## src/rtl/mem_copy_dma.sv

```systemverilog
`default_nettype none
// +--------------------------------------------------------------------------+
// | mem_copy_dma: word-granular block-copy engine, master on data-memory port |
// | Rev 1.0                                                                  |
// +--------------------------------------------------------------------------+
module mem_copy_dma #(
    parameter int DEPTH_WORDS = 64,
    parameter int LEN_W       = 7
) (
    input  logic             clk_i,
    input  logic             rst_ni,
    input  logic             start_i,
    input  logic [31:0]      src_i32,
    input  logic [31:0]      dst_i32,
    input  logic [LEN_W-1:0] len_i,
    output logic             busy_o,
    output logic             done_o,
    output logic             err_o,
    output logic             mem_we_o,
    output logic [31:0]      mem_addr_o32,
    output logic [31:0]      mem_wdata_o32,
    input  logic [31:0]      mem_rdata_i32
);

    typedef enum logic [1:0] {
        S_IDLE  = 2'd0,
        S_READ  = 2'd1,
        S_WRITE = 2'd2,
        S_DONE  = 2'd3
    } state_t;

    localparam logic [32:0] c_depth = 33'(DEPTH_WORDS);

    state_t           r_state;
    state_t           w_state_nx;
    logic [31:0]      r_src;
    logic [31:0]      r_dst;
    logic [LEN_W-1:0] r_len;
    logic [LEN_W-1:0] r_idx;
    logic [31:0]      r_hold;
    logic             r_err;

    logic [LEN_W-1:0] w_idx_nx;
    logic [31:0]      w_off;
    logic [32:0]      w_src_end;
    logic [32:0]      w_dst_end;
    logic             w_req_err;

    // End-of-region word indices in 33 bits so a huge base cannot wrap past the check.
    assign w_src_end = {3'b000, src_i32[31:2]} + {{(33-LEN_W){1'b0}}, len_i};
    assign w_dst_end = {3'b000, dst_i32[31:2]} + {{(33-LEN_W){1'b0}}, len_i};
    assign w_req_err = (src_i32[1:0] != 2'b00) || (dst_i32[1:0] != 2'b00) ||
                       (w_src_end > c_depth) || (w_dst_end > c_depth);

    assign w_idx_nx = r_idx + 1'b1;
    assign w_off    = {{(30-LEN_W){1'b0}}, r_idx, 2'b00};

    always_ff @(posedge clk_i or negedge rst_ni) begin
        if (!rst_ni) begin
            r_state <= S_IDLE;
        end else begin
            r_state <= w_state_nx;
        end
    end

    always_ff @(posedge clk_i or negedge rst_ni) begin
        if (!rst_ni) begin
            r_src  <= '0;
            r_dst  <= '0;
            r_len  <= '0;
            r_idx  <= '0;
            r_hold <= '0;
            r_err  <= 1'b0;
        end else begin
            case (r_state)
                S_IDLE: begin
                    if (start_i) begin
                        r_src  <= src_i32;
                        r_dst  <= dst_i32;
                        r_len  <= len_i;
                        r_idx  <= '0;
                        r_hold <= '0;
                        r_err  <= w_req_err;
                    end
                end
                S_READ:  r_hold <= mem_rdata_i32;
                S_WRITE: r_idx  <= w_idx_nx;
                S_DONE:  r_err  <= 1'b0;
                default: r_err  <= 1'b0;
            endcase
        end
    end

    // Memory outputs depend on registered state only, so start_i never reaches the port.
    always_comb begin
        w_state_nx    = r_state;
        busy_o        = 1'b0;
        done_o        = 1'b0;
        err_o         = 1'b0;
        mem_we_o      = 1'b0;
        mem_addr_o32  = '0;
        mem_wdata_o32 = '0;
        case (r_state)
            S_IDLE: begin
                if (start_i) begin
                    w_state_nx = (w_req_err || (len_i == '0)) ? S_DONE : S_READ;
                end
            end
            S_READ: begin
                busy_o       = 1'b1;
                mem_addr_o32 = r_src + w_off;
                w_state_nx   = S_WRITE;
            end
            S_WRITE: begin
                busy_o        = 1'b1;
                mem_we_o      = 1'b1;
                mem_addr_o32  = r_dst + w_off;
                mem_wdata_o32 = r_hold;
                w_state_nx    = (w_idx_nx == r_len) ? S_DONE : S_READ;
            end
            S_DONE: begin
                done_o     = 1'b1;
                err_o      = r_err;
                w_state_nx = S_IDLE;
            end
            default: w_state_nx = S_IDLE;
        endcase
    end

endmodule
`default_nettype wire

```

## config.mk

```make
export PLATFORM = sky130hd
export DESIGN_NAME = mem_copy_dma
export DESIGN_NICKNAME = d
export VERILOG_FILES = /design/src/rtl/mem_copy_dma.sv
export SDC_FILE = /design/constraint.sdc
export NUM_CORES = 1
export LEC_CHECK = 0
export ABC_AREA = 1
export BUFFER_PORTS_ARGS = -buffer_cell sky130_fd_sc_hd__buf_4
export CAP_MARGIN = 10
export CORE_MARGIN = 4
export CORE_UTILIZATION = 60
export CTS_CLUSTER_DIAMETER = 200
export CTS_CLUSTER_SIZE = 16
export DETAILED_ROUTE_END_ITERATION = 12
export PLACE_DENSITY = 0.91
export SKIP_CTS_REPAIR_TIMING = 1
export SLEW_MARGIN = 5
export SYNTH_ARGS = -nofsm -noshare
export SYNTH_HDL_FRONTEND = slang
export SYNTH_SLANG_ARGS = --single-unit
```

## constraint.sdc

```tcl
create_clock -name clk_i -period 6.1 [get_ports clk_i]
set_input_delay 0 -clock clk_i [delete_from_list [all_inputs] [get_ports clk_i]]
set_output_delay 0 -clock clk_i [all_outputs]
set_load 0.03 [all_outputs]
```

# Yosys cells after proc, flatten, opt, wreduce, memory -nomap -nowiden
# Cells that the tools add are included.
[totals]
regBits = 113
inputBits = 106
output_inout_bits = 68
wordCells = 51
[classes]
add_sub_neg = 5
magnitude_cmp = 2
eq_ne = 5
n_mux = 16
n_reduce_logical = 16
[op_table]
columns = ["operator", "count"]
rows = [
  ["32-bit one-hot mux with 2 select lines", 2],
  ["32-bit by 9-bit adder with 32-bit output", 2],
  ["32-bit 2-to-1 mux", 2],
  ["30-bit by 7-bit adder with 31-bit output", 2],
  ["31-bit by 7-bit greater-than comparator with 1-bit output (second input constant)", 2],
  ["7-bit one-hot mux with 2 select lines", 1],
  ["2-bit nonzero test", 5],
  ["2-bit one-hot mux with 4 select lines", 1],
  ["2-bit AND reduction", 4],
  ["7-bit by 1-bit adder with 7-bit output (second input constant)", 1],
  ["7-bit equality test", 1],
  ["7-bit zero test", 1],
  ["7-bit 2-to-1 mux", 1],
  ["2-bit 2-to-1 mux", 3],
  ["1-bit 2-to-1 mux", 5],
  ["2-bit equality test (second input constant)", 2],
  ["1-bit logical OR", 4],
  ["2-bit by 1-bit equality test with 1-bit output (second input constant)", 1],
  ["2-bit zero test", 1],
  ["2-bit != test (second input constant)", 1],
  ["1-bit one-hot mux with 2 select lines", 1],
  ["2-bit OR reduction", 1],
]

# Longest topological paths before layout
# Gate-level depths: netlist of the first run.
[logic_depth]
ltp_word = 8
mapped_depth = 24
ltp_nobuf = 21

# Worst setup path before layout of the first run
# No wires, ideal clock.
[synth_timing]
kind = "flip-flop to output port"
from = "register r_state[0]"
to = "output port mem_addr_o32[28]"
arrival_time_ns = 3.810
t_required_ns = 6.100
setup_slack_ns = 2.290
stages_incl_launch_ff = 25
path_buffers = 4
cell_sequence = "dfrtp_1 -> inv_1 -> ha_1 -> buf_6 -> buf_2 -> buf_2 -> buf_1 -> nand2_1 -> nand2_1 -> ha_1 -> inv_1 -> fa_1 -> inv_1 -> nand3_1 -> nand2_1 -> nand2_1 -> nand2_1 -> a21oi_1 -> nor2_1 -> nor2_1 -> nor4_4 -> nand3_1 -> nand2_1 -> nand2_1 -> nor2_1"
[synth_between]
elab_chain_cells = 2
word_cells_on_any_way = 3
classes_between = "eq/ne (2); mux (1)"
[synth_lines]
columns = ["element", "line_no", "text"]
rows = [
  ["from (decl)", "34", "state_t r_state;"],
  ["from (signal assigned)", "62", "r_state <= w_state_nx;"],
  ["2-bit equality test / 2-bit by 1-bit equality test with 1-bit output (equally long branches)", "103", "case (r_state)"],
  ["32-bit one-hot mux with 2 select lines (*)", "103", ""],
  ["to (decl)", "20", "output logic [31:0] mem_addr_o32,"],
]
# Every way passes the cells marked *; elsewhere a longest branch is shown, timed or not.

# Worst setup path in the final report of the first run
[layout_timing]
from = "register r_state[0]"
to = "output port mem_addr_o32[24]"
# The elaborated chain is that of the path after synthesis.

==> impl_results.html, run 1 <==
<table>
<tr><th>Metric</th><th>Value</th></tr>
<tr><th colspan="2">Floorplanning</th></tr>
<tr><td>Core outline area</td><td>roughly 15000 sq um</td></tr>
<tr><td>Die Wd</td><td>roughly 130 um</td></tr>
<tr><td>Area of the die</td><td>between 15000 and 20000 sq um</td></tr>
<tr><td>Count of pins on the block boundary</td><td>between 150 and 200</td></tr>
<tr><td>Vertical die dimension</td><td>around 130 um</td></tr>
<tr><td>Starting density of the core</td><td>0.619</td></tr>
<tr><td>Core Rows</td><td>between 40 and 50</td></tr>
<tr><th colspan="2">Worst setup path</th></tr>
<tr><td>Critical path endpoint</td><td>mem_addr_o32[24]</td></tr>
<tr><td>Critical setup path kind</td><td>flop to output port</td></tr>
<tr><td>Cell count of the worst reg-to-reg path</td><td>9</td></tr>
<tr><td>Arrival @ worst endpoint</td><td>around 4.2 ns</td></tr>
<tr><td>Family of cells with the greatest summed delay on the critical path</td><td>simple AND/OR/NAND/NOR gates</td></tr>
<tr><td>WP data required</td><td>~6 ns</td></tr>
<tr><td>Buffering stage count on the worst path with inverters included</td><td>4</td></tr>
<tr><td>Source of the critical timing path</td><td>r_state[0]</td></tr>
<tr><td>Flop2flop setup slack</td><td>2.89 ns</td></tr>
<tr><td>Worst flop-to-flop path startpoint</td><td>r_state[0]</td></tr>
<tr><td>Reg-to-Reg End</td><td>r_state[1]</td></tr>
<tr><td>Peak fanout along the critical path</td><td>36</td></tr>
<tr><td>Kind of end point of the critical path</td><td>output port</td></tr>
<tr><td>Startpoint type of the worst setup path</td><td>flop</td></tr>
<tr><td>Most used cell along the critical path</td><td>sky130_fd_sc_hd__nand2_1</td></tr>
<tr><td>Worst path max stage delay</td><td>between 0.7 and 0.8 ns</td></tr>
<tr><td>Critical-path cell with the highest stage delay</td><td>sky130_fd_sc_hd__ha_2</td></tr>
<tr><td>Cell Chain, Critical Path</td><td>inv_1 -&gt; ha_2 -&gt; nand2_1 -&gt; nand2_1 -&gt; ha_1 -&gt; inv_1 -&gt; fa_1 -&gt; inv_1 -&gt; nand3_1 -&gt; nand2_1 -&gt; nand2_1 -&gt; nand2_1 -&gt; a21oi_1 -&gt; nor2_1 -&gt; nor2_1 -&gt; nor4_4 -&gt; nand3b_1 -&gt; nand2_1 -&gt; nand2_1 -&gt; nor2_1 -&gt; buf_4</td></tr>
<tr><td>Total number of cells along the worst setup path</td><td>21</td></tr>
<tr><th colspan="2">Power</th></tr>
<tr><td>Sw Share</td><td>0.493</td></tr>
<tr><td>Pint</td><td>2.51 mW</td></tr>
<tr><td>Power density normalized to cell area</td><td>411 nW/um^2</td></tr>
<tr><td>Switching pwr</td><td>between 2 and 2.5 mW</td></tr>
<tr><td>Flop pwr share</td><td>0.280</td></tr>
<tr><td>Power consumption</td><td>roughly 4.9 mW</td></tr>
<tr><td>Leakage dissipation</td><td>between 6 and 7 nW</td></tr>
<tr><td>Fraction of power consumed by combinational cells</td><td>0.523</td></tr>
<tr><td>Clock network power share</td><td>0.197</td></tr>
<tr><td>Maximum vdd ir drop</td><td>~0.23 mV</td></tr>
<tr><th colspan="2">Logic synthesis</th></tr>
<tr><td>Number of warning messages in the yosys log</td><td>0</td></tr>
<tr><td>Asr flop ratio synth</td><td>1.00</td></tr>
<tr><td>Netlist cell types</td><td>54</td></tr>
<tr><td>Number of synthesized flops with an enable pin</td><td>0</td></tr>
<tr><td>Mean Syn Cell Area</td><td>~6.3 sq um</td></tr>
<tr><td>Most instantiated flip-flop cell in the synthesis netlist</td><td>sky130_fd_sc_hd__dfrtp_1</td></tr>
<tr><td>Post-synthesis instance area</td><td>approximately 9100 sq um</td></tr>
<tr><td>Post-synthesis cell count</td><td>between 1000 and 1500</td></tr>
<tr><td>Flip-flop and latch count after synthesis</td><td>around 110</td></tr>
<tr><td>Syn_nets</td><td>roughly 1600</td></tr>
<tr><td>Seq/Total Area, Yosys</td><td>0.312</td></tr>
<tr><th colspan="2">Clock tree</th></tr>
<tr><td>H-tree Lvls</td><td>4</td></tr>
<tr><td>Clock slew at reported path FFs</td><td>0.06 ns</td></tr>
<tr><td>Number of buffers between clock root and the deepest sink</td><td>2</td></tr>
<tr><td>Clock tree from TritonCTS</td><td>done</td></tr>
<tr><td>Clk sink count</td><td>~110</td></tr>
<tr><td>Clock tree root buffer cell</td><td>sky130_fd_sc_hd__clkbuf_16</td></tr>
<tr><td>Skew-Pair Late Insertion Delay</td><td>between 0.4 and 0.5 ns</td></tr>
<tr><td>Number of buffers created by CTS</td><td>17</td></tr>
<tr><th colspan="2">STA</th></tr>
<tr><td>Setup violation total in the final timing report</td><td>0</td></tr>
<tr><td>Number of pins exceeding their max-slew limit in the final report</td><td>0</td></tr>
<tr><td>Highest achievable clock rate</td><td>approximately 0.24 GHz</td></tr>
<tr><td>Unrepaired setup endpoints after global routing</td><td>false</td></tr>
<tr><td>Final-layout worst hold slack</td><td>-0.00218 ns</td></tr>
<tr><td>Clock Skew</td><td>between 0.01 and 0.015 ns</td></tr>
<tr><td>Final hold violations</td><td>1</td></tr>
<tr><td>Post-route minimum period</td><td>4.17 ns</td></tr>
<tr><td>Worst max-slew margin expressed relative to the limit</td><td>0.233</td></tr>
<tr><td>Crit share post-route</td><td>0.684</td></tr>
<tr><td>Worst Setup Slack, final</td><td>1.93 ns</td></tr>
<tr><td>Total Negative Setup Slacks</td><td>0 ns</td></tr>
<tr><td>Slew at the pin with the worst max-slew slack</td><td>1.15 ns</td></tr>
<tr><th colspan="2">Final layout</th></tr>
<tr><td>Signed area change from the synthesized netlist to the final layout</td><td>32.6%</td></tr>
<tr><td>Fraction of the core area covered by cells at the end of the flow</td><td>0.821</td></tr>
<tr><td>Layout cell share with drive strength beyond 1</td><td>0.162</td></tr>
<tr><td>Layout Nets</td><td>1842</td></tr>
<tr><th colspan="2">Global routing</th></tr>
<tr><td>Congestion Overflow GR</td><td>0</td></tr>
<tr><td>Pin count of the biggest net entering global routing</td><td>97</td></tr>
<tr><td>Number of global-route vias before repair</td><td>9402</td></tr>
<tr><td>Global-route wire length before repair</td><td>approximately 46000 um</td></tr>
<tr><td>Total Routing Usage GR</td><td>0.338</td></tr>
<tr><td>Antenna violations before repair</td><td>3</td></tr>
<tr><th colspan="2">Detailed routing</th></tr>
<tr><td>First-pass DRT Iterations</td><td>6</td></tr>
<tr><td>Via count</td><td>about 11000</td></tr>
<tr><td>Detailed-route wire length per cell</td><td>roughly 17 um</td></tr>
<tr><td>Vias per std cell</td><td>~5.8</td></tr>
<tr><td>Number of design-rule violations left by the first detailed-router iteration</td><td>around 1400</td></tr>
<tr><td>Total wire length</td><td>32600 um</td></tr>
<tr><td>Remaining DRCs</td><td>0</td></tr>
<tr><td>Number of antenna-violating nets in the routed design</td><td>0</td></tr>
<tr><th colspan="2">Placed design</th></tr>
<tr><td>Dpl hpwl</td><td>22000 um</td></tr>
<tr><td>I/O Buffers</td><td>173</td></tr>
<tr><td>GP Congestion</td><td>around 0.97</td></tr>
<tr><td>Placement Setup Slack</td><td>2.51 ns</td></tr>
<tr><th colspan="2">Run</th></tr>
<tr><td>Max-capacitance violation count</td><td>0</td></tr>
<tr><th colspan="2">Outcome</th></tr>
<tr><td>Outcome</td><td>finished with violations</td></tr>
<tr><td>Failing checks</td><td>hold timing</td></tr>
<tr><th colspan="2">Worst hold path</th></tr>
<tr><td>Worst Hold Path Cells</td><td>3</td></tr>
<tr><td>Hold Crit Class</td><td>input port to flop</td></tr>
</table>
worst min-delay path, delay by kind of cell:
kind / cells / cell delay, ns
AOI/OAI and AO/OA: 1 / 0.17
buffers and inverters: 2 / 0.21
cell usage after synthesis, types with 3 or more instances:
| cell | n | area share |
|---|---|---|
| sky130_fd_sc_hd__o21ai_1 | 6 | 0.0033 |
| sky130_fd_sc_hd__buf_1 | 5 | 0.0021 |
| sky130_fd_sc_hd__or2_1 | 3 | 0.0021 |
| sky130_fd_sc_hd__nand2_2 | 16 | 0.011 |
| sky130_fd_sc_hd__nor3_1 | 17 | 0.0094 |
| sky130_fd_sc_hd__o21ai_2 | 4 | 0.0039 |
| sky130_fd_sc_hd__or2_2 | 11 | 0.0076 |
| sky130_fd_sc_hd__a21oi_1 | 38 | 0.021 |
| sky130_fd_sc_hd__xnor2_1 | 4 | 0.0039 |
| sky130_fd_sc_hd__nor2_4 | 3 | 0.0037 |
| sky130_fd_sc_hd__fa_1 | 3 | 0.0066 |
| sky130_fd_sc_hd__o21ai_0 | 97 | 0.054 |
| sky130_fd_sc_hd__buf_6 | 3 | 0.0037 |
| sky130_fd_sc_hd__nand3b_1 | 5 | 0.0041 |
| sky130_fd_sc_hd__nor4_1 | 4 | 0.0028 |
| sky130_fd_sc_hd__dfrtp_1 | 113 | 0.31 |
| sky130_fd_sc_hd__ha_1 | 26 | 0.036 |
| sky130_fd_sc_hd__nor2_2 | 14 | 0.0097 |
| sky130_fd_sc_hd__buf_2 | 3 | 0.0017 |
| sky130_fd_sc_hd__nand3_1 | 137 | 0.076 |
| sky130_fd_sc_hd__inv_2 | 6 | 0.0025 |
| sky130_fd_sc_hd__xor2_1 | 12 | 0.012 |
| sky130_fd_sc_hd__clkbuf_1 | 28 | 0.012 |
| sky130_fd_sc_hd__inv_1 | 194 | 0.080 |
| sky130_fd_sc_hd__mux2i_1 | 3 | 0.0033 |
| sky130_fd_sc_hd__o22ai_1 | 7 | 0.0048 |
| sky130_fd_sc_hd__o21a_1 | 7 | 0.0058 |
| sky130_fd_sc_hd__nand2_1 | 515 | 0.21 |
| sky130_fd_sc_hd__nor2_1 | 114 | 0.047 |
| sky130_fd_sc_hd__clkinv_1 | 3 | 0.0012 |
| sky130_fd_sc_hd__nand4_1 | 21 | 0.014 |
cells in the final DEF (no fill, tap or decap), drive strengths merged:
cell         Yosys  final
a2111oi          1      1
nor4             5      5
o211a            1      1
dfrtp          113    113
nor3            20     20
clkbuf          28     18
nand2          532    532
nor2           131    131
and3             1      1
inv            201    206
o21bai           1      1
o21ai          108    108
nor3b            1      1
and2             2      2
nor4b            1      1
diode            0      3
or2             14     14
bufinv           0      1
dlygate4sd3      0     98
a21oi           40     40
nand3b           5      5
o21a             7      7
nand4           22     22
o211ai           2      2
fa               3      3
clkinv           3      6
and3b            1      1
o22ai            7      7
a211oi           1      1
nor2b            1      1
nand3          139    139
clkinvlp         0      4
xnor2            4      4
xor2            12     12
mux2i            3      3
a31oi            1      1
ha              26     26
buf             12    179
o31ai            2      2
cells by family after synthesis:
| kind of cell | Yosys count | synth area share |
|---|---|---|
| muxes | 3 | 0.00331 |
| buffers and inverters | 244 | 0.105 |
| AOI/OAI and AO/OA | 171 | 0.104 |
| xor gates and xnor gates | 16 | 0.0154 |
| DFF | 113 | 0.312 |
| and+or+nand+nor | 875 | 0.419 |
| adders and majority gates | 29 | 0.0425 |
registers in the layout (all words and copies together) (netlist names):
signal	flops
r_dst	32
r_err	1
r_hold	32
r_idx	7
r_len	7
r_src	32
r_state	2
final cells by class:
class / instances / area (sq um)
Antenna cell: 3 / 7.51
Inverter: 204 / 768
Fill cell: 974 / 2620
Sequential cell: 113 / 2830
Clock inverter: 13 / 126
Clock buffer: 18 / 439
Timing Repair Buffer: 277 / 2320
Multi-Input combinational cell: 1094 / 5300
Tap cell: 184 / 230
metal layers:
layer | share of wire | vias up | GRT usage
met3 | 0.11 | 139 | 0.0732
met1 | 0.38 | 5001 | 0.460
met2 | 0.47 | 695 | 0.540
met4 | 0.039 | 0 | 0.112
met5 | 0 | - | 0
li1 | - | 5130 | -
stage by stage:
stage	std cells	area [sq um]
5_1_grt	1906	12000
3_5_place_dp	1774	10500
3_3_place_gp	1774	10500
4_1_cts	1805	11000
2_1_floorplan	1451	9070
6_report	1906	12000
power groups by stage:
stage	Sequential, mW	Clock [mW]	Combinational, mW
floorplan	1.24	0	1.75
global placement	1.33	0	2.32
detailed placement	1.35	0	2.40
CTS	1.34	0.953	2.44
global route	1.40	1.00	2.82
finish	1.39	0.972	2.59
worst min-delay path by stage:
stage           startpoint    endpoint  slack (ns)
4_1_cts             rst_ni  r_hold[28]       -0.49
5_1_grt        dst_i32[15]   r_dst[15]        0.01
2_1_floorplan       rst_ni    r_dst[0]       -0.30
6_report       dst_i32[15]   r_dst[15]      -0.002
3_5_place_dp        rst_ni    r_dst[1]       -0.05
3_3_place_gp        rst_ni    r_dst[1]       -0.05
No activity file was read; power rests on OpenSTA's default activity.
==> run 2: changes to the inputs <==
- CORE_UTILIZATION: 60 -> 52
- PLACE_DENSITY: 0.91 -> 0.84
- clock period: 6.1 -> 3.5 ns (I/O delays scaled with it)
==> run 2 against run 1 <==
The run still ends with hold timing left; register-to-register slack worse by 2.2 ns; clock skew up 0.0017 ns; critical path depth stayed put; non-clock buffer count up 20; hold slack worse by 0.019 ns; largest power group unchanged; total power increased by 81%; via count down 1.9%; core utilization fell by 9.6 points.
==> impl_results.html, run 2 (synthesis results as in run 1) <==
<table>
<tr><th>Metric</th><th>Value</th></tr>
<tr><th colspan="2">Global routing</th></tr>
<tr><td>Total Routing Usage GR</td><td>0.287 (was 0.338)</td></tr>
<tr><td>Number of global-route vias before repair</td><td>9251 (was 9402)</td></tr>
<tr><td>Global-route wire length before repair</td><td>45700 um (was 45600 um)</td></tr>
<tr><td>Congestion Overflow GR</td><td>0 (unchanged)</td></tr>
<tr><td>Antenna violations before repair</td><td>0 (was 3)</td></tr>
<tr><td>Pin count of the biggest net entering global routing</td><td>76 (was 97)</td></tr>
<tr><th colspan="2">STA</th></tr>
<tr><td>Clock Skew</td><td>0.0120 ns (was 0.0103 ns)</td></tr>
<tr><td>Number of pins exceeding their max-slew limit in the final report</td><td>0 (unchanged)</td></tr>
<tr><td>Worst Setup Slack, final</td><td>0.0797 ns (was 1.93 ns)</td></tr>
<tr><td>Post-route minimum period</td><td>between 3 and 4 ns</td></tr>
<tr><td>Setup violation total in the final timing report</td><td>0 (unchanged)</td></tr>
<tr><td>Total Negative Setup Slacks</td><td>0 ns (unchanged)</td></tr>
<tr><td>Unrepaired setup endpoints after global routing</td><td>true (was false)</td></tr>
<tr><td>Highest achievable clock rate</td><td>slightly below 0.3 GHz</td></tr>
<tr><td>Final-layout worst hold slack</td><td>-0.0213 ns (was -0.00218 ns)</td></tr>
<tr><td>Worst max-slew margin expressed relative to the limit</td><td>0.243 (was 0.233)</td></tr>
<tr><td>Final hold violations</td><td>2 (was 1)</td></tr>
<tr><td>Slew at the pin with the worst max-slew slack</td><td>1.13 ns (was 1.15 ns)</td></tr>
<tr><td>Crit share post-route</td><td>0.977</td></tr>
<tr><th colspan="2">Power</th></tr>
<tr><td>Power density normalized to cell area</td><td>717 nW/um^2 (was 411 nW/um^2)</td></tr>
<tr><td>Leakage dissipation</td><td>6.55 nW (was 6.42 nW)</td></tr>
<tr><td>Maximum vdd ir drop</td><td>0.467 mV (was 0.235 mV)</td></tr>
<tr><td>Power consumption</td><td>8.93 mW (was 4.95 mW)</td></tr>
<tr><th colspan="2">Final layout</th></tr>
<tr><td>Most frequent standard cell in the layout excluding fill and tap cells</td><td>sky130_fd_sc_hd__nand2_1 (unchanged)</td></tr>
<tr><td>Largest registers</td><td>r_dst: 32 flops, r_hold: 32 flops, r_src: 32 flops (unchanged)</td></tr>
<tr><td>Layout Nets</td><td>1863 (was 1842)</td></tr>
<tr><td>Number of cells in the finished layout apart from fillers</td><td>1968 (was 1906)</td></tr>
<tr><td>Top library cells by usage in the layout, fill and taps aside</td><td>509 x sky130_fd_sc_hd__nand2_1, 193 x sky130_fd_sc_hd__buf_4, 192 x sky130_fd_sc_hd__inv_1 (was 514 x sky130_fd_sc_hd__nand2_1, 194 x sky130_fd_sc_hd__inv_1, 179 x sky130_fd_sc_hd__buf_4)</td></tr>
<tr><td>Signed area change from the synthesized netlist to the final layout</td><td>37.3% (was 32.6%)</td></tr>
<tr><td>Layout cell share with drive strength beyond 1</td><td>0.186 (was 0.162)</td></tr>
<tr><th colspan="2">Floorplanning</th></tr>
<tr><td>Count of pins on the block boundary</td><td>174 (unchanged)</td></tr>
<tr><td>Core Rows</td><td>48 (was 44)</td></tr>
<tr><td>Starting density of the core</td><td>0.528 (was 0.619)</td></tr>
<tr><td>Die Wd</td><td>140 um (was 131 um)</td></tr>
<tr><td>Core outline area</td><td>17200 sq um (was 14600 sq um)</td></tr>
<tr><td>Vertical die dimension</td><td>140 um (was 131 um)</td></tr>
<tr><td>Area of the die</td><td>19600 sq um (was 17100 sq um)</td></tr>
<tr><th colspan="2">Clock tree</th></tr>
<tr><td>Skew-Pair Late Insertion Delay</td><td>0.42 ns (was 0.44 ns)</td></tr>
<tr><td>Number of buffers created by CTS</td><td>17 (unchanged)</td></tr>
<tr><td>Clock tree from TritonCTS</td><td>done (unchanged)</td></tr>
<tr><td>Number of buffers between clock root and the deepest sink</td><td>2 (unchanged)</td></tr>
<tr><td>Clock tree root buffer cell</td><td>sky130_fd_sc_hd__clkbuf_16 (unchanged)</td></tr>
<tr><td>Clock slew at reported path FFs</td><td>0.06 ns (about the same)</td></tr>
<tr><td>Clk sink count</td><td>113 (unchanged)</td></tr>
<tr><td>H-tree Lvls</td><td>4 (unchanged)</td></tr>
<tr><th colspan="2">Detailed routing</th></tr>
<tr><td>Met2 routed wirelength</td><td>15600 um (was 15400 um)</td></tr>
<tr><td>Total wire length</td><td>32600 um (about the same)</td></tr>
<tr><td>Remaining DRCs</td><td>0 (unchanged)</td></tr>
<tr><td>Number of design-rule violations left by the first detailed-router iteration</td><td>961 (was 1374)</td></tr>
<tr><td>Top Metal Used</td><td>met4 (unchanged)</td></tr>
<tr><td>Detailed-route wire length per cell</td><td>16.6 um (was 17.1 um)</td></tr>
<tr><td>First-pass DRT Iterations</td><td>6 (unchanged)</td></tr>
<tr><td>Vias per std cell</td><td>5.46 (was 5.75)</td></tr>
<tr><td>Number of antenna-violating nets in the routed design</td><td>0 (unchanged)</td></tr>
<tr><td>Metal-1 WL</td><td>12800 um (was 12300 um)</td></tr>
<tr><td>Via count</td><td>10800 (was 11000)</td></tr>
<tr><td>Routed wl met3</td><td>3090 um (was 3660 um)</td></tr>
<tr><th colspan="2">Worst setup path</th></tr>
<tr><td>Buffering stage count on the worst path with inverters included</td><td>4 (unchanged)</td></tr>
<tr><td>Family of cells with the greatest summed delay on the critical path</td><td>simple AND/OR/NAND/NOR gates (unchanged)</td></tr>
<tr><td>Critical setup path kind</td><td>flop to output port (unchanged)</td></tr>
<tr><td>WP data required</td><td>3.50 ns (was 6.10 ns)</td></tr>
<tr><td>Peak fanout along the critical path</td><td>7 (was 36)</td></tr>
<tr><td>Critical-path cell with the highest stage delay</td><td>sky130_fd_sc_hd__dfrtp_1 (was sky130_fd_sc_hd__ha_2)</td></tr>
<tr><td>Arrival @ worst endpoint</td><td>3.42 ns (was 4.17 ns)</td></tr>
<tr><td>Worst path max stage delay</td><td>0.40 ns (was 0.72 ns)</td></tr>
<tr><td>Kind of end point of the critical path</td><td>output port (unchanged)</td></tr>
<tr><td>Startpoint type of the worst setup path</td><td>flop (unchanged)</td></tr>
<tr><td>Cell Chain, Critical Path</td><td>inv_2 -&gt; ha_4 -&gt; nand2_2 -&gt; nand2_2 -&gt; ha_4 -&gt; inv_1 -&gt; fa_2 -&gt; inv_2 -&gt; nand3_2 -&gt; nand2_2 -&gt; nand2_1 -&gt; nand2_1 -&gt; a21oi_2 -&gt; nor2_2 -&gt; nor2_4 -&gt; nor4_4 -&gt; nand3b_1 -&gt; nand2_1 -&gt; nand2_2 -&gt; nor2_4 -&gt; buf_6 (was inv_1 -&gt; ha_2 -&gt; nand2_1 -&gt; nand2_1 -&gt; ha_1 -&gt; inv_1 -&gt; fa_1 -&gt; inv_1 -&gt; nand3_1 -&gt; nand2_1 -&gt; nand2_1 -&gt; nand2_1 -&gt; a21oi_1 -&gt; nor2_1 -&gt; nor2_1 -&gt; nor4_4 -&gt; nand3b_1 -&gt; nand2_1 -&gt; nand2_1 -&gt; nor2_1 -&gt; buf_4)</td></tr>
<tr><td>Most used cell along the critical path</td><td>sky130_fd_sc_hd__nand2_2 (was sky130_fd_sc_hd__nand2_1)</td></tr>
<tr><th colspan="2">Outcome</th></tr>
<tr><td>Failing checks</td><td>hold timing (unchanged)</td></tr>
<tr><td>Outcome</td><td>finished with violations (unchanged)</td></tr>
<tr><th colspan="2">Placed design</th></tr>
<tr><td>I/O Buffers</td><td>173 (unchanged)</td></tr>
<tr><td>Dpl hpwl</td><td>22500 um (was 22000 um)</td></tr>
<tr><td>Placed insts</td><td>1818 (was 1774)</td></tr>
<tr><td>GP Congestion</td><td>0.968 (was 0.970)</td></tr>
<tr><td>Placement Setup Slack</td><td>0.376 ns (was 2.51 ns)</td></tr>
<tr><th colspan="2">Run</th></tr>
<tr><td>Max-capacitance violation count</td><td>0 (unchanged)</td></tr>
<tr><th colspan="2">Worst hold path</th></tr>
<tr><td>Hold Crit Class</td><td>input port to flop (unchanged)</td></tr>
</table>
## run 2: cell count changes in the layout (fill, tap and decap cells not counted), sizes merged
| cell | delta |
|---|---|
| diode | -1 |
| inv | +3 |
| clkinvlp | -3 |
| buf | +18 |
| dlygate4sd3 | +2 |
| clkinv | +2 |
## run 2: worst min-delay path: cells and delay by family
| kind | cells | cell delay, ns |
|---|---|---|
| buffers and inverters | 2 | 0.19 |
| AO/OA/AOI/OAI | 1 | 0.16 |
## run 2: power by group
part / internal (mW) / switching, mW
Sequential: 1.90 / 0.538
Clock: 1.00 / 0.683
Combinational: 1.69 / 3.13
Total: 4.59 / 4.35
## run 2: layout make-up
cell class / instances / area [sq um]
repair inverters: 1 / 8.76
well taps: 225 / 282
multi-input cells: 1094 / 5460
diodes: 2 / 5.00
fillers: 1372 / 4720
inverters: 204 / 778
clock inverters: 14 / 145
repair buffers: 297 / 2520
flip-flops and latches: 113 / 2830
clock buffers: 18 / 429
## run 2: layer usage
layer / track usage / up-vias
met1: 0.386 / 4955
met2: 0.472 / 534
met5: 0 / -
met3: 0.0574 / 109
met4: 0.0857 / 0
li1: - / 5154
## run 2: through the flow
stage          cell area [sq um]   util
6_report                   12500  0.725
3_5_place_dp               10600  0.617
5_1_grt                    12400  0.725
3_3_place_gp               10600  0.617
4_1_cts                    11200  0.650
2_1_floorplan               9110      -
## run 2: final timing paths
check / from / to / slack, ns / cells past startpoint
setup / recovery: r_state[0] / mem_addr_o32[24] / 0.08 / 21
hold / removal: dst_i32[22] / r_dst[22] / -0.02 / 3
setup reg to reg: r_state[1] / r_hold[2] / 0.71 / 6
hold reg to reg: r_src[17] / r_src[17] / 0.48 / 2
max in group asynchronous: rst_ni / r_idx[3] / 2.47 / 3
min in group asynchronous: rst_ni / r_src[30] / 0.27 / 2
==> run 3: changes to the inputs <==
- CORE_ASPECT_RATIO: default -> 0.7
==> run 3 against run 2 <==
The run still ends with hold timing left; fmax is 1.3% lower; combinational power about the same; first-iteration DRC count is 74% higher; worst setup slack got worse by 0.043 ns; register-to-register slack gained 0.02 ns; global-route usage grew 1.3 points; largest cell class unchanged.
==> impl_results.html, run 3 (synthesis results as in run 1) <==
<table>
<tr><th>Metric</th><th>Value</th></tr>
<tr><th colspan="2">Worst setup path</th></tr>
<tr><td>Kind of end point of the critical path</td><td>output port (unchanged)</td></tr>
<tr><td>Peak fanout along the critical path</td><td>7 (unchanged)</td></tr>
<tr><td>Family of cells with the greatest summed delay on the critical path</td><td>simple AND/OR/NAND/NOR gates (unchanged)</td></tr>
<tr><td>Critical-path cell with the highest stage delay</td><td>sky130_fd_sc_hd__dfrtp_1 (unchanged)</td></tr>
<tr><td>Critical setup path kind</td><td>flop to output port (unchanged)</td></tr>
<tr><td>WP data required</td><td>3.50 ns (about the same)</td></tr>
<tr><td>Worst path max stage delay</td><td>0.42 ns (was 0.40 ns)</td></tr>
<tr><td>Cell Chain, Critical Path</td><td>inv_2 -&gt; ha_4 -&gt; nand2_1 -&gt; nand2_1 -&gt; ha_2 -&gt; inv_2 -&gt; fa_2 -&gt; inv_2 -&gt; nand3_2 -&gt; nand2_2 -&gt; nand2_1 -&gt; nand2_1 -&gt; a21oi_2 -&gt; nor2_1 -&gt; nor2_2 -&gt; nor4_4 -&gt; buf_4 -&gt; o21ai_0 -&gt; a21oi_2 -&gt; buf_4 (was inv_2 -&gt; ha_4 -&gt; nand2_2 -&gt; nand2_2 -&gt; ha_4 -&gt; inv_1 -&gt; fa_2 -&gt; inv_2 -&gt; nand3_2 -&gt; nand2_2 -&gt; nand2_1 -&gt; nand2_1 -&gt; a21oi_2 -&gt; nor2_2 -&gt; nor2_4 -&gt; nor4_4 -&gt; nand3b_1 -&gt; nand2_1 -&gt; nand2_2 -&gt; nor2_4 -&gt; buf_6)</td></tr>
<tr><td>Startpoint type of the worst setup path</td><td>flop (unchanged)</td></tr>
<tr><td>Most used cell along the critical path</td><td>sky130_fd_sc_hd__nand2_1 (was sky130_fd_sc_hd__nand2_2)</td></tr>
<tr><td>Arrival @ worst endpoint</td><td>3.46 ns (was 3.42 ns)</td></tr>
<tr><td>Buffering stage count on the worst path with inverters included</td><td>5 (was 4)</td></tr>
<tr><th colspan="2">STA</th></tr>
<tr><td>Final-layout worst hold slack</td><td>-0.0104 ns (was -0.0213 ns)</td></tr>
<tr><td>Slew at the pin with the worst max-slew slack</td><td>1.21 ns (was 1.13 ns)</td></tr>
<tr><td>Final hold violations</td><td>1 (was 2)</td></tr>
<tr><td>Worst max-slew margin expressed relative to the limit</td><td>0.191 (was 0.243)</td></tr>
<tr><td>Post-route minimum period</td><td>3.46 ns (was 3.42 ns)</td></tr>
<tr><td>Total Negative Setup Slacks</td><td>0 ns (unchanged)</td></tr>
<tr><td>Crit share post-route</td><td>0.990 (was 0.977)</td></tr>
<tr><td>Setup violation total in the final timing report</td><td>0 (unchanged)</td></tr>
<tr><td>Number of pins exceeding their max-slew limit in the final report</td><td>0 (unchanged)</td></tr>
<tr><td>Highest achievable clock rate</td><td>0.289 GHz (was 0.292 GHz)</td></tr>
<tr><td>Clock Skew</td><td>0.0120 ns (about the same)</td></tr>
<tr><th colspan="2">Final layout</th></tr>
<tr><td>Layout Nets</td><td>1857 (was 1863)</td></tr>
<tr><td>Top library cells by usage in the layout, fill and taps aside</td><td>511 x sky130_fd_sc_hd__nand2_1, 191 x sky130_fd_sc_hd__inv_1, 191 x sky130_fd_sc_hd__buf_4 (was 509 x sky130_fd_sc_hd__nand2_1, 193 x sky130_fd_sc_hd__buf_4, 192 x sky130_fd_sc_hd__inv_1)</td></tr>
<tr><td>Layout cell share with drive strength beyond 1</td><td>0.183 (was 0.186)</td></tr>
<tr><td>Signed area change from the synthesized netlist to the final layout</td><td>36.2% (was 37.3%)</td></tr>
<tr><td>Filler cells</td><td>1322 (was 1372)</td></tr>
<tr><td>Antenna diode count</td><td>0 (was 2)</td></tr>
<tr><td>Most frequent standard cell in the layout excluding fill and tap cells</td><td>sky130_fd_sc_hd__nand2_1 (unchanged)</td></tr>
<tr><td>Largest registers</td><td>r_dst: 32 flops, r_hold: 32 flops, r_src: 32 flops (unchanged)</td></tr>
<tr><th colspan="2">Power</th></tr>
<tr><td>Switching pwr</td><td>4.50 mW (was 4.35 mW)</td></tr>
<tr><td>Maximum vdd ir drop</td><td>0.508 mV (was 0.467 mV)</td></tr>
<tr><td>Pint</td><td>4.50 mW (was 4.59 mW)</td></tr>
<tr><td>Clock network power share</td><td>0.196 (was 0.188)</td></tr>
<tr><td>Flop pwr share</td><td>0.268 (was 0.273)</td></tr>
<tr><td>Sw Share</td><td>0.500 (was 0.487)</td></tr>
<tr><td>Power density normalized to cell area</td><td>729 nW/um^2 (was 717 nW/um^2)</td></tr>
<tr><td>Fraction of power consumed by combinational cells</td><td>0.536 (was 0.539)</td></tr>
<tr><td>Leakage dissipation</td><td>6.51 nW (was 6.55 nW)</td></tr>
<tr><td>Power consumption</td><td>9.00 mW (was 8.93 mW)</td></tr>
<tr><th colspan="2">Global routing</th></tr>
<tr><td>Total Routing Usage GR</td><td>0.300 (was 0.287)</td></tr>
<tr><td>Congestion Overflow GR</td><td>0 (unchanged)</td></tr>
<tr><td>Pin count of the biggest net entering global routing</td><td>96 (was 76)</td></tr>
<tr><td>Global-route wire length before repair</td><td>47700 um (was 45700 um)</td></tr>
<tr><td>Number of global-route vias before repair</td><td>9082 (was 9251)</td></tr>
<tr><td>Antenna violations before repair</td><td>0 (unchanged)</td></tr>
<tr><th colspan="2">Floorplanning</th></tr>
<tr><td>Core Rows</td><td>40 (was 48)</td></tr>
<tr><td>Area of the die</td><td>19700 sq um (was 19600 sq um)</td></tr>
<tr><td>Count of pins on the block boundary</td><td>174 (unchanged)</td></tr>
<tr><td>Vertical die dimension</td><td>118 um (was 140 um)</td></tr>
<tr><td>Core outline area</td><td>17100 sq um (was 17200 sq um)</td></tr>
<tr><td>Die Wd</td><td>166 um (was 140 um)</td></tr>
<tr><td>Starting density of the core</td><td>0.530 (was 0.528)</td></tr>
<tr><th colspan="2">Detailed routing</th></tr>
<tr><td>Number of design-rule violations left by the first detailed-router iteration</td><td>1672 (was 961)</td></tr>
<tr><td>Detailed-route wire length per cell</td><td>17.8 um (was 16.6 um)</td></tr>
<tr><td>Total wire length</td><td>34900 um (was 32600 um)</td></tr>
<tr><td>First-pass DRT Iterations</td><td>6 (unchanged)</td></tr>
<tr><td>Number of antenna-violating nets in the routed design</td><td>0 (unchanged)</td></tr>
<tr><td>Vias per std cell</td><td>5.67 (was 5.46)</td></tr>
<tr><td>Via count</td><td>11100 (was 10800)</td></tr>
<tr><td>Remaining DRCs</td><td>0 (unchanged)</td></tr>
<tr><th colspan="2">Clock tree</th></tr>
<tr><td>Clk sink count</td><td>113 (unchanged)</td></tr>
<tr><td>H-tree Lvls</td><td>4 (unchanged)</td></tr>
<tr><td>Clock tree root buffer cell</td><td>sky130_fd_sc_hd__clkbuf_16 (unchanged)</td></tr>
<tr><td>Number of buffers between clock root and the deepest sink</td><td>2 (unchanged)</td></tr>
<tr><td>Number of buffers created by CTS</td><td>17 (unchanged)</td></tr>
<tr><td>Skew-Pair Late Insertion Delay</td><td>0.43 ns (was 0.42 ns)</td></tr>
<tr><td>Clock tree from TritonCTS</td><td>done (unchanged)</td></tr>
<tr><td>Clock slew at reported path FFs</td><td>0.06 ns (about the same)</td></tr>
<tr><th colspan="2">Run</th></tr>
<tr><td>Max-capacitance violation count</td><td>0 (unchanged)</td></tr>
<tr><th colspan="2">Placed design</th></tr>
<tr><td>GP Congestion</td><td>1.03 (was 0.968)</td></tr>
<tr><td>Dpl hpwl</td><td>24100 um (was 22500 um)</td></tr>
<tr><td>I/O Buffers</td><td>173 (unchanged)</td></tr>
<tr><th colspan="2">Worst hold path</th></tr>
<tr><td>Hold Crit Class</td><td>input port to flop (unchanged)</td></tr>
<tr><th colspan="2">Outcome</th></tr>
<tr><td>Failing checks</td><td>hold timing (unchanged)</td></tr>
<tr><td>Outcome</td><td>finished with violations (unchanged)</td></tr>
</table>
-- run 3: metal layers --
metal  routed length, um  track usage
met3                4630       0.0886
met4                1130       0.0665
met1               14500        0.471
met5                   0            0
met2               14600        0.402
-- run 3: power groups by stage --
stage	combinational, mW	sequential (mW)	clock, mW
6_report	4.82	2.41	1.76
3_5_place_dp	4.30	2.34	0
5_1_grt	5.23	2.43	1.82
3_3_place_gp	4.20	2.32	0
4_1_cts	4.36	2.32	1.74
2_1_floorplan	3.08	2.16	0
-- run 3: through the flow --
step,utilization,hold WS [ns],cells,area (sq um),setup WS (ns)
finish,0.721,-0.0104,1966,12300,0.0362
global route,0.721,0.0123,1966,12300,-0.128
CTS,0.653,-0.455,1857,11200,-0.0919
detailed placement,0.619,-0.0107,1825,10600,0.367
global placement,0.619,-0.00662,1825,10600,0.488
floorplan,-,-0.296,1451,9110,0.0491
-- run 3: path summary, 6_finish.rpt --
kind                                  start                to  slack, ns  cells after the start
worst max-delay path             r_state[0]  mem_addr_o32[16]       0.04                     20
max in group asynchronous            rst_ni         r_src[30]       2.51                      3
worst min register to register     r_src[7]          r_src[7]       0.48                      2
worst min-delay path            dst_i32[25]         r_dst[25]      -0.01                      3
min in group asynchronous            rst_ni        r_hold[29]       0.08                      2
worst max register to register   r_state[1]        r_state[1]       0.73                      8
-- run 3: area by class of cell --
type | instances | area, sq um | area share
Timing Repair inverter | 1 | 8.76 | 0.000709
Timing Repair Buffer | 291 | 2440 | 0.198
Inverter | 204 | 778 | 0.0630
Clock inverter | 15 | 161 | 0.0131
Sequential cell | 113 | 2830 | 0.229
Tap cell | 231 | 289 | 0.0234
Multi-Input combinational cell | 1094 | 5420 | 0.439
Clock buffer | 17 | 425 | 0.0344
-- run 3: worst reg2reg max path, delay by kind of cell, from the launching register on --
kind	cells	cell delay, ns
AO/OA/AOI/OAI	2	0.57
adder cells (fa/ha/maj)	1	0.17
buffers and inverters	3	0.64
flip-flops	1	0.42
AND/OR/NAND/NOR	2	0.92
